[src/rtl/spifs_pkg.sv]
// Shared definitions for the SPI shift register: default data width,
// length-field width and the transfer state encoding.
package spifs_pkg;

    // Default maximum character length / shift register width.
    localparam int unsigned SPIFS_DATA_W = 32;

    // Width of the character-length field; a value of 0 selects a full DATA_W-bit character.
    localparam int unsigned SPIFS_LEN_W = 5;

    typedef enum logic {
        StIdle,
        StXfer
    } spifs_state_e;

endpackage

[src/rtl/spifs_shift.sv]
// SPI shift register: parallel load, serial shift out on the tx strobe and
// serial capture on the rx strobe.
// Optional build macro SPIFS_LSB_EN: when defined, lsb_i selects LSB-first
// ordering; otherwise ordering is MSB-first only and lsb_i is ignored.
module spifs_shift
    import spifs_pkg::*;
#(
    parameter int unsigned DATA_W = SPIFS_DATA_W
) (
    input  logic                   clk_i,
    input  logic                   rst_n_i,
    input  logic                   go_i,
    input  logic [SPIFS_LEN_W-1:0] len_i,
    input  logic                   lsb_i,
    input  logic                   tx_negedge_i,
    input  logic                   rx_negedge_i,
    input  logic                   pos_edge_i,
    input  logic                   neg_edge_i,
    input  logic                   wr_i,
    input  logic [DATA_W-1:0]      wdata_i,
    input  logic                   miso_i,
    output logic [DATA_W-1:0]      rdata_o,
    output logic                   tip_o,
    output logic                   last_o,
    output logic                   mosi_o,
    output logic                   done_o
);

    // Counter must hold DATA_W itself, so it needs one more bit than a bit index.
    localparam int unsigned CNT_W = $clog2(DATA_W + 1);
    localparam int unsigned IDX_W = $clog2(DATA_W);

    spifs_state_e      state_q;
    logic [CNT_W-1:0]  cnt_q;
    logic [CNT_W-1:0]  len_q;
    logic [IDX_W-1:0]  pos_q;
    logic [DATA_W-1:0] data_q;
    logic              mosi_q;
    logic              tip_q;
    logic              done_q;

    logic              tx_stb;
    logic              rx_stb;
    logic [CNT_W-1:0]  cnt_init;
    logic [IDX_W-1:0]  tx_idx;
    logic              bit_sent;

`ifndef SPIFS_LSB_EN
    logic unused_lsb;
    assign unused_lsb = lsb_i;
`endif

    // Strobe selection, counter load value and index of the next bit to drive.
    always_comb begin
        tx_stb   = tx_negedge_i ? neg_edge_i : pos_edge_i;
        rx_stb   = rx_negedge_i ? neg_edge_i : pos_edge_i;
        cnt_init = (len_i == '0) ? CNT_W'(DATA_W) : CNT_W'(len_i);
        tx_idx   = IDX_W'(cnt_q - CNT_W'(1));
`ifdef SPIFS_LSB_EN
        if (lsb_i) begin
            tx_idx = IDX_W'(len_q - cnt_q);
        end
`endif
        // An rx strobe before the first tx strobe has nothing to capture yet.
        bit_sent = (cnt_q != len_q);
    end

    // Transfer FSM with registered data, counter and outputs.
    always_ff @(posedge clk_i or negedge rst_n_i) begin
        if (!rst_n_i) begin
            state_q <= StIdle;
            cnt_q   <= '0;
            len_q   <= '0;
            pos_q   <= '0;
            data_q  <= '0;
            mosi_q  <= 1'b0;
            tip_q   <= 1'b0;
            done_q  <= 1'b0;
        end else begin
            done_q <= 1'b0;
            unique case (state_q)
                StIdle: begin
                    // Load wins over start, so the transfer shifts the new data.
                    if (wr_i) begin
                        data_q <= wdata_i;
                    end
                    if (go_i) begin
                        state_q <= StXfer;
                        tip_q   <= 1'b1;
                        cnt_q   <= cnt_init;
                        len_q   <= cnt_init;
                    end
                end
                StXfer: begin
                    // Capture lands in the position last driven; the shift below reads a
                    // different position, so a coincident tx strobe loses nothing.
                    if (rx_stb && bit_sent) begin
                        data_q[pos_q] <= miso_i;
                    end
                    if (rx_stb && (cnt_q == '0)) begin
                        state_q <= StIdle;
                        tip_q   <= 1'b0;
                        done_q  <= 1'b1;
                    end
                    if (tx_stb && (cnt_q != '0)) begin
                        mosi_q <= data_q[tx_idx];
                        pos_q  <= tx_idx;
                        cnt_q  <= cnt_q - CNT_W'(1);
                    end
                end
            endcase
        end
    end

    assign rdata_o = data_q;
    assign tip_o   = tip_q;
    assign mosi_o  = mosi_q;
    assign done_o  = done_q;
    assign last_o  = tip_q && (cnt_q == '0);

endmodule
[config.mk]
export PLATFORM = sky130hd
export DESIGN_NAME = spifs_shift
export DESIGN_NICKNAME = d
export VERILOG_FILES = /design/src/rtl/spifs_pkg.sv /design/src/rtl/spifs_shift.sv
export SDC_FILE = /design/constraint.sdc
export NUM_CORES = 1
export LEC_CHECK = 0
export CAP_MARGIN = 20
export CORE_ASPECT_RATIO = 0.6
export CORE_MARGIN = 2
export CORE_UTILIZATION = 50
export CTS_CLUSTER_DIAMETER = 120
export DETAILED_ROUTE_END_ITERATION = 7
export PLACE_DENSITY_LB_ADDON = 0.12
export SETUP_SLACK_MARGIN = 0.3
export SLEW_MARGIN = 20
export SYNTH_ARGS = -nofsm -noshare
export SYNTH_HDL_FRONTEND = slang
export SYNTH_SLANG_ARGS = --single-unit
[constraint.sdc]
create_clock -name clk_i -period 2.65 [get_ports clk_i]
set_input_delay 0.53 -clock clk_i [delete_from_list [all_inputs] [get_ports clk_i]]
set_output_delay 0.53 -clock clk_i [all_outputs]
set_load 0.05 [all_outputs]
* After elaboration in Yosys (flattened, before gate mapping)
Index checks and enable logic that the tools add are counted.
** Storage, ports and cells
- Memories kept :: 0
- Memory bits (read-only) :: 0
- Bits in writable memories :: 0
- Input port bits :: 47
- Latch bits :: 0
- Logic and storage cells :: 54
- Flip-flop bits (word level) :: 53
** Operators by class
- Shifts and indexed selects :: 0
- Reduce and logical (&&, ||, !) cells :: 13
- Multiply operators :: 0
- Divide/modulo/power cells :: 0
- Add/sub/neg operators :: 1
- Mux-type cells :: 22
- Equal/unequal tests :: 6
- Bitwise gates (word level) :: 1
- $lt $le $gt $ge :: 3
** Operators by type and width (number)
- $mux 32 :: 2
- $pmux 32 s2 :: 1
- $bwmux 32 :: 1
- $mux 6 :: 3
- $lt 5x6->1 const B :: 2
- $pmux 6 s2 :: 1
- $mux 1 :: 10
- $reduce_and 2->1 :: 5
- $logic_not 6->1 :: 1
- $ne 2x1->1 const B :: 3
- $ne 6x6->1 :: 1
- $reduce_bool 6->1 :: 1
- $sub 6x1->6 const B :: 1
- $bmux 1 s5 :: 1
- $demux 1 s5 :: 1
- $ge 5x1->1 const B :: 1
- $logic_and 1x1->1 :: 5
- $logic_not 5->1 :: 1
- $ne 2x2->1 const B :: 2
- $pmux 1 s2 :: 2
- $not 1->1 :: 1

* Logic depth before layout (Yosys ltp)
- Word-level depth :: 7
- Depth in mapped cells :: 8
- Depth with buffers taken out :: 7

* Least setup slack after synthesis
OpenSTA, ideal clock, no wires.
- Path kind :: register to output
- From :: reg cnt_q[2]
- To :: out last_o
- Arrival :: 2.012 ns
- Slack :: 0.108 ns
- Path buffers :: 1
- Cell stages (with the launch flop) :: 5
- Cell sequence :: dfrtp_1 -> buf_4 -> or3_1 -> or3_2 -> nor2_1
** On the way
- Cells in the longest elaborated chain, start to end :: 2
** RTL lines
- start: declaration :: RTL line spifs_shift.sv:34 : logic [CNT_W-1:0] cnt_q;
- start signal: assignment :: RTL line spifs_shift.sv:90 : cnt_q <= cnt_init;
- start signal: assignment :: RTL line spifs_shift.sv:108 : cnt_q <= cnt_q - CNT_W'(1);
- $logic_not 6->1 :: RTL line spifs_shift.sv:119 : assign last_o = tip_q && (cnt_q == '0);
- $logic_and 1x1->1 :: RTL line spifs_shift.sv:119
- end: declaration :: RTL line spifs_shift.sv:24 : output logic last_o,
Every way passes these cells.

* Worst setup path after layout
- From :: reg cnt_q[3]
- To :: out last_o
Same word-level chain as after synthesis.

==> parameters.txt <==
Parameter                              Value

Worst setup path
  Startpoint of the worst-slack reg-to-reg timing path ... cnt_q[5]
  Data required time of the critical path ... 2120 ps
  Delay-heaviest family, CP ... simple AND/OR/NAND/NOR gates
  Delay contributed by the slowest stage of the critical path ... 460 ps
  Worst path cell trace ... or3_4 -> or3_4 -> nor2_4 -> buf_12
  Worst r2r dst ... rdata_o[18]
  Most common cell type on the critical path ... sky130_fd_sc_hd__or3_4
  WS Path Type ... reg2out
  CP startpoint kind ... register
  Critical Path AT ... 1780 ps
  Reg2Reg Setup Slack ... 450 ps
  Library cell contributing the largest single delay on the critical path ... sky130_fd_sc_hd__dfrtp_2
  CP Capture Type ... output pin
  Worst Path Buf+Inv ... 1
  Highest fanout seen on the critical path ... 5
  Logic depth of the worst path, buffers included ... 4
  Depth of the worst register-to-register path ... 6

Global route
  Antenna violations before repair ... 0
  Global-route wire length before repair ... 14800 microns
  Total GRT Usage ... 27.0%
  Vias in the first global route ... 2863
  Pin count of the biggest net entering global routing ... 45
  Remaining Overflow, GRT ... 0

Route
  Post-route DRC violation count ... 0
  Average wire per standard cell ... 18.6 microns
  Iter 0 DRT Violations ... 204
  Vias per cell ... 5.99
  Number of vias after detailed routing ... 2999
  Length of the first detailed-routing pass in iterations ... 5
  Remaining antenna violation count ... 0
  Final wirelength ... 9290 microns

Die
  Die extent in x ... 109 microns
  Initial standard-cell utilization of the core ... 52.8%
  DIE AREA ... 7260 sq um
  Floorplan core area ... 6220 sq um
  Count of pins on the block boundary ... 83
  Die outline height ... 66.8 microns
  Site Rows ... 22

Finish
  Number of filler cells placed in the layout ... 484
  Share of post-route cells with drive strength above 1 ... 19.7%
  Post-layout nets ... 466
  Finished layout cell area ... 4360 sq um
  Share of the core filled with cells in the final layout ... 70.1%
  Area growth from synthesis to layout ... 32.8%
  Ant diodes ... 0

Yosys
  Post-Synthesis Cells ... 338
  Synthesized Nets ... 387
  Synth area leaders ... sky130_fd_sc_hd__dfrtp_1 (40%), sky130_fd_sc_hd__mux2_2 (9.9%), sky130_fd_sc_hd__mux4_2 (5.5%)
  FFs w/ async S/R, synth ... 100%
  Most frequently used flop master after synthesis ... sky130_fd_sc_hd__dfrtp_1
  Flip-flop and latch count after synthesis ... 53
  Most used standard cell by instance count after synthesis ... sky130_fd_sc_hd__dfrtp_1
  Netlist area before placement ... 3290 sq um
  Leading cell types by count after synthesis ... sky130_fd_sc_hd__dfrtp_1 (53), sky130_fd_sc_hd__o21ai_0 (34), sky130_fd_sc_hd__inv_1 (32)
  Synth Area per Inst ... 9.72 sq um
  Fraction of the yosys area taken by sequential cells ... 40.4%
  Area share of the largest cell type after synthesis ... 40.4%
  Number of flops mapped to enable cells by yosys ... 0
  Yosys warning count ... 0
  Post-synth top area cell ... sky130_fd_sc_hd__dfrtp_1
  Synth unique cells ... 46

Power
  Cell leakage power ... 0.00186 uW
  Total power consumption of the routed design ... 5510 uW
  Pwr/cell area ... 1260 nW/um^2
  Worst IR Drop VDD ... 0.633 mV

Timing
  Unrepaired setup endpoints after global routing ... false
  Fin. max-slew vios ... 0
  Final critical path time including I/O delays and setup ... 2310 ps
  Worst setup margin ... 339 ps
  Relative slew slack ... 38.4%
  Number of endpoints failing setup at the final stage ... 0
  Highest clock frequency the design can meet ... 433 MHz
  Setup clock skew after layout ... 9.10 ps
  Final period util ... 87.2%
  Final Hold Vio Count ... 0
  Slew of the pin with the lowest slew margin ... 922 ps

Placement
  Instance area after placement ... 4170 sq um
  Number of buffers inserted by port buffering ... 81
  Worst slack at placement ... -132 ps
  Final GP Congestion ... 0.849
  Post-DP HPWL ... 6580 microns

Clock tree
  H-tree level count ... 2
  Total of hold buffers inserted after clock tree synthesis ... 0
  Total clock sinks ... 53
  Worst-Skew Late Latency ... 310 ps
  TritonCTS clock tree ... done
  Library cell used as clock root buffer ... sky130_fd_sc_hd__clkbuf_8
  Worst-path clk slew ... 90 ps
  Bufs on Longest Clock Path ... 2
  Number of buffers created by CTS ... 5

Run status
  Run status ... completed

Min path
  Path type of the worst min-delay path ... in2async

Run
  Total of max-cap violations ... 0
## where the power goes
group | internal [uW] | switching, uW | total [uW]
combinational | 1410 | 2060 | 3470
clock | 207 | 266 | 473
sequential | 1170 | 399 | 1570
## routing by layer
metal | global-route usage, % | routed length (microns)
met1 | 40.9 | 4400
met4 | 6.73 | 74
met5 | 0 | 0
met2 | 39.5 | 4060
met3 | 5.19 | 764
## sequential cells by signal (all words and copies together) (netlist names)
name     flops
rdata_o     32
cnt_q        6
len_q        6
pos_q        5
done_o       1
mosi_o       1
state_q      1
tip_o        1
## cell families (layout without fill, tap and decap cells)
family          count (synthesis)  after routing  share of synthesized area (%)
simple gates                   83             83                           13.6
fa+ha+maj                       2              2                          0.761
mux                            45             45                           18.0
flops                          53             53                           40.4
compound gates                 88             88                           17.3
xor+xnor                        9              9                           2.40
buf+inv                        58            137                           7.62
## stage by stage
stage          hold slack (ps)  instances  TNS (ps)
2_1_floorplan              234        338         0
3_3_place_gp               481        486     -1270
3_5_place_dp               492        486     -2010
4_1_cts                    255        494         0
5_1_grt                    275        501         0
6_report                   239        501         0
## worst reg2reg max path, delay by kind of cell, from the launching register on
family,cells,cell delay (ps)
xor+xnor,1,220
flops,1,480
buf+inv,1,210
compound gates,2,340
mux,1,370
simple gates,1,470
## timing repair
action	CTS	global route
gates resized for setup	5	6
buffers inserted	1	7
endpoints found under the setup margin	25	32
pin swaps	0	1
cloned	0	0
## worst max path at each step
stage	startpoint	end	slack (ps)
5_1_grt	cnt_q[3]	last_o	300
6_report	cnt_q[3]	last_o	340
2_1_floorplan	cnt_q[0]	mosi_o	310
3_5_place_dp	rx_negedge_i	rdata_o[23]	-130
3_3_place_gp	rx_negedge_i	rdata_o[23]	-90
4_1_cts	cnt_q[0]	last_o	190
## layout make-up
cell class                      instances  area, sq um  area share (%)
Clock buffer                            6         82.6            1.89
Tap cell                               84          105            2.41
Clock inverter                          1         7.51           0.172
Multi-Input combinational cell        227         1740            40.0
Timing Repair Buffer                   98          968            22.2
Sequential cell                        53         1330            30.5
Inverter                               32          124            2.84
## placed cells by master, fill, tap and decap left out, types with 7 or more instances in the layout
cell,n
sky130_fd_sc_hd__mux4_2,8
sky130_fd_sc_hd__a21oi_1,10
sky130_fd_sc_hd__xor2_1,7
sky130_fd_sc_hd__nand2_1,26
sky130_fd_sc_hd__nor3b_1,10
sky130_fd_sc_hd__buf_4,15
sky130_fd_sc_hd__dfrtp_1,49
sky130_fd_sc_hd__mux2_2,29
sky130_fd_sc_hd__a31oi_1,24
sky130_fd_sc_hd__o21ai_0,34
sky130_fd_sc_hd__nor2_1,11
sky130_fd_sc_hd__clkdlybuf4s50_1,79
sky130_fd_sc_hd__inv_1,30
sky130_fd_sc_hd__nand3_1,12
(Power assumes the default switching activity.)
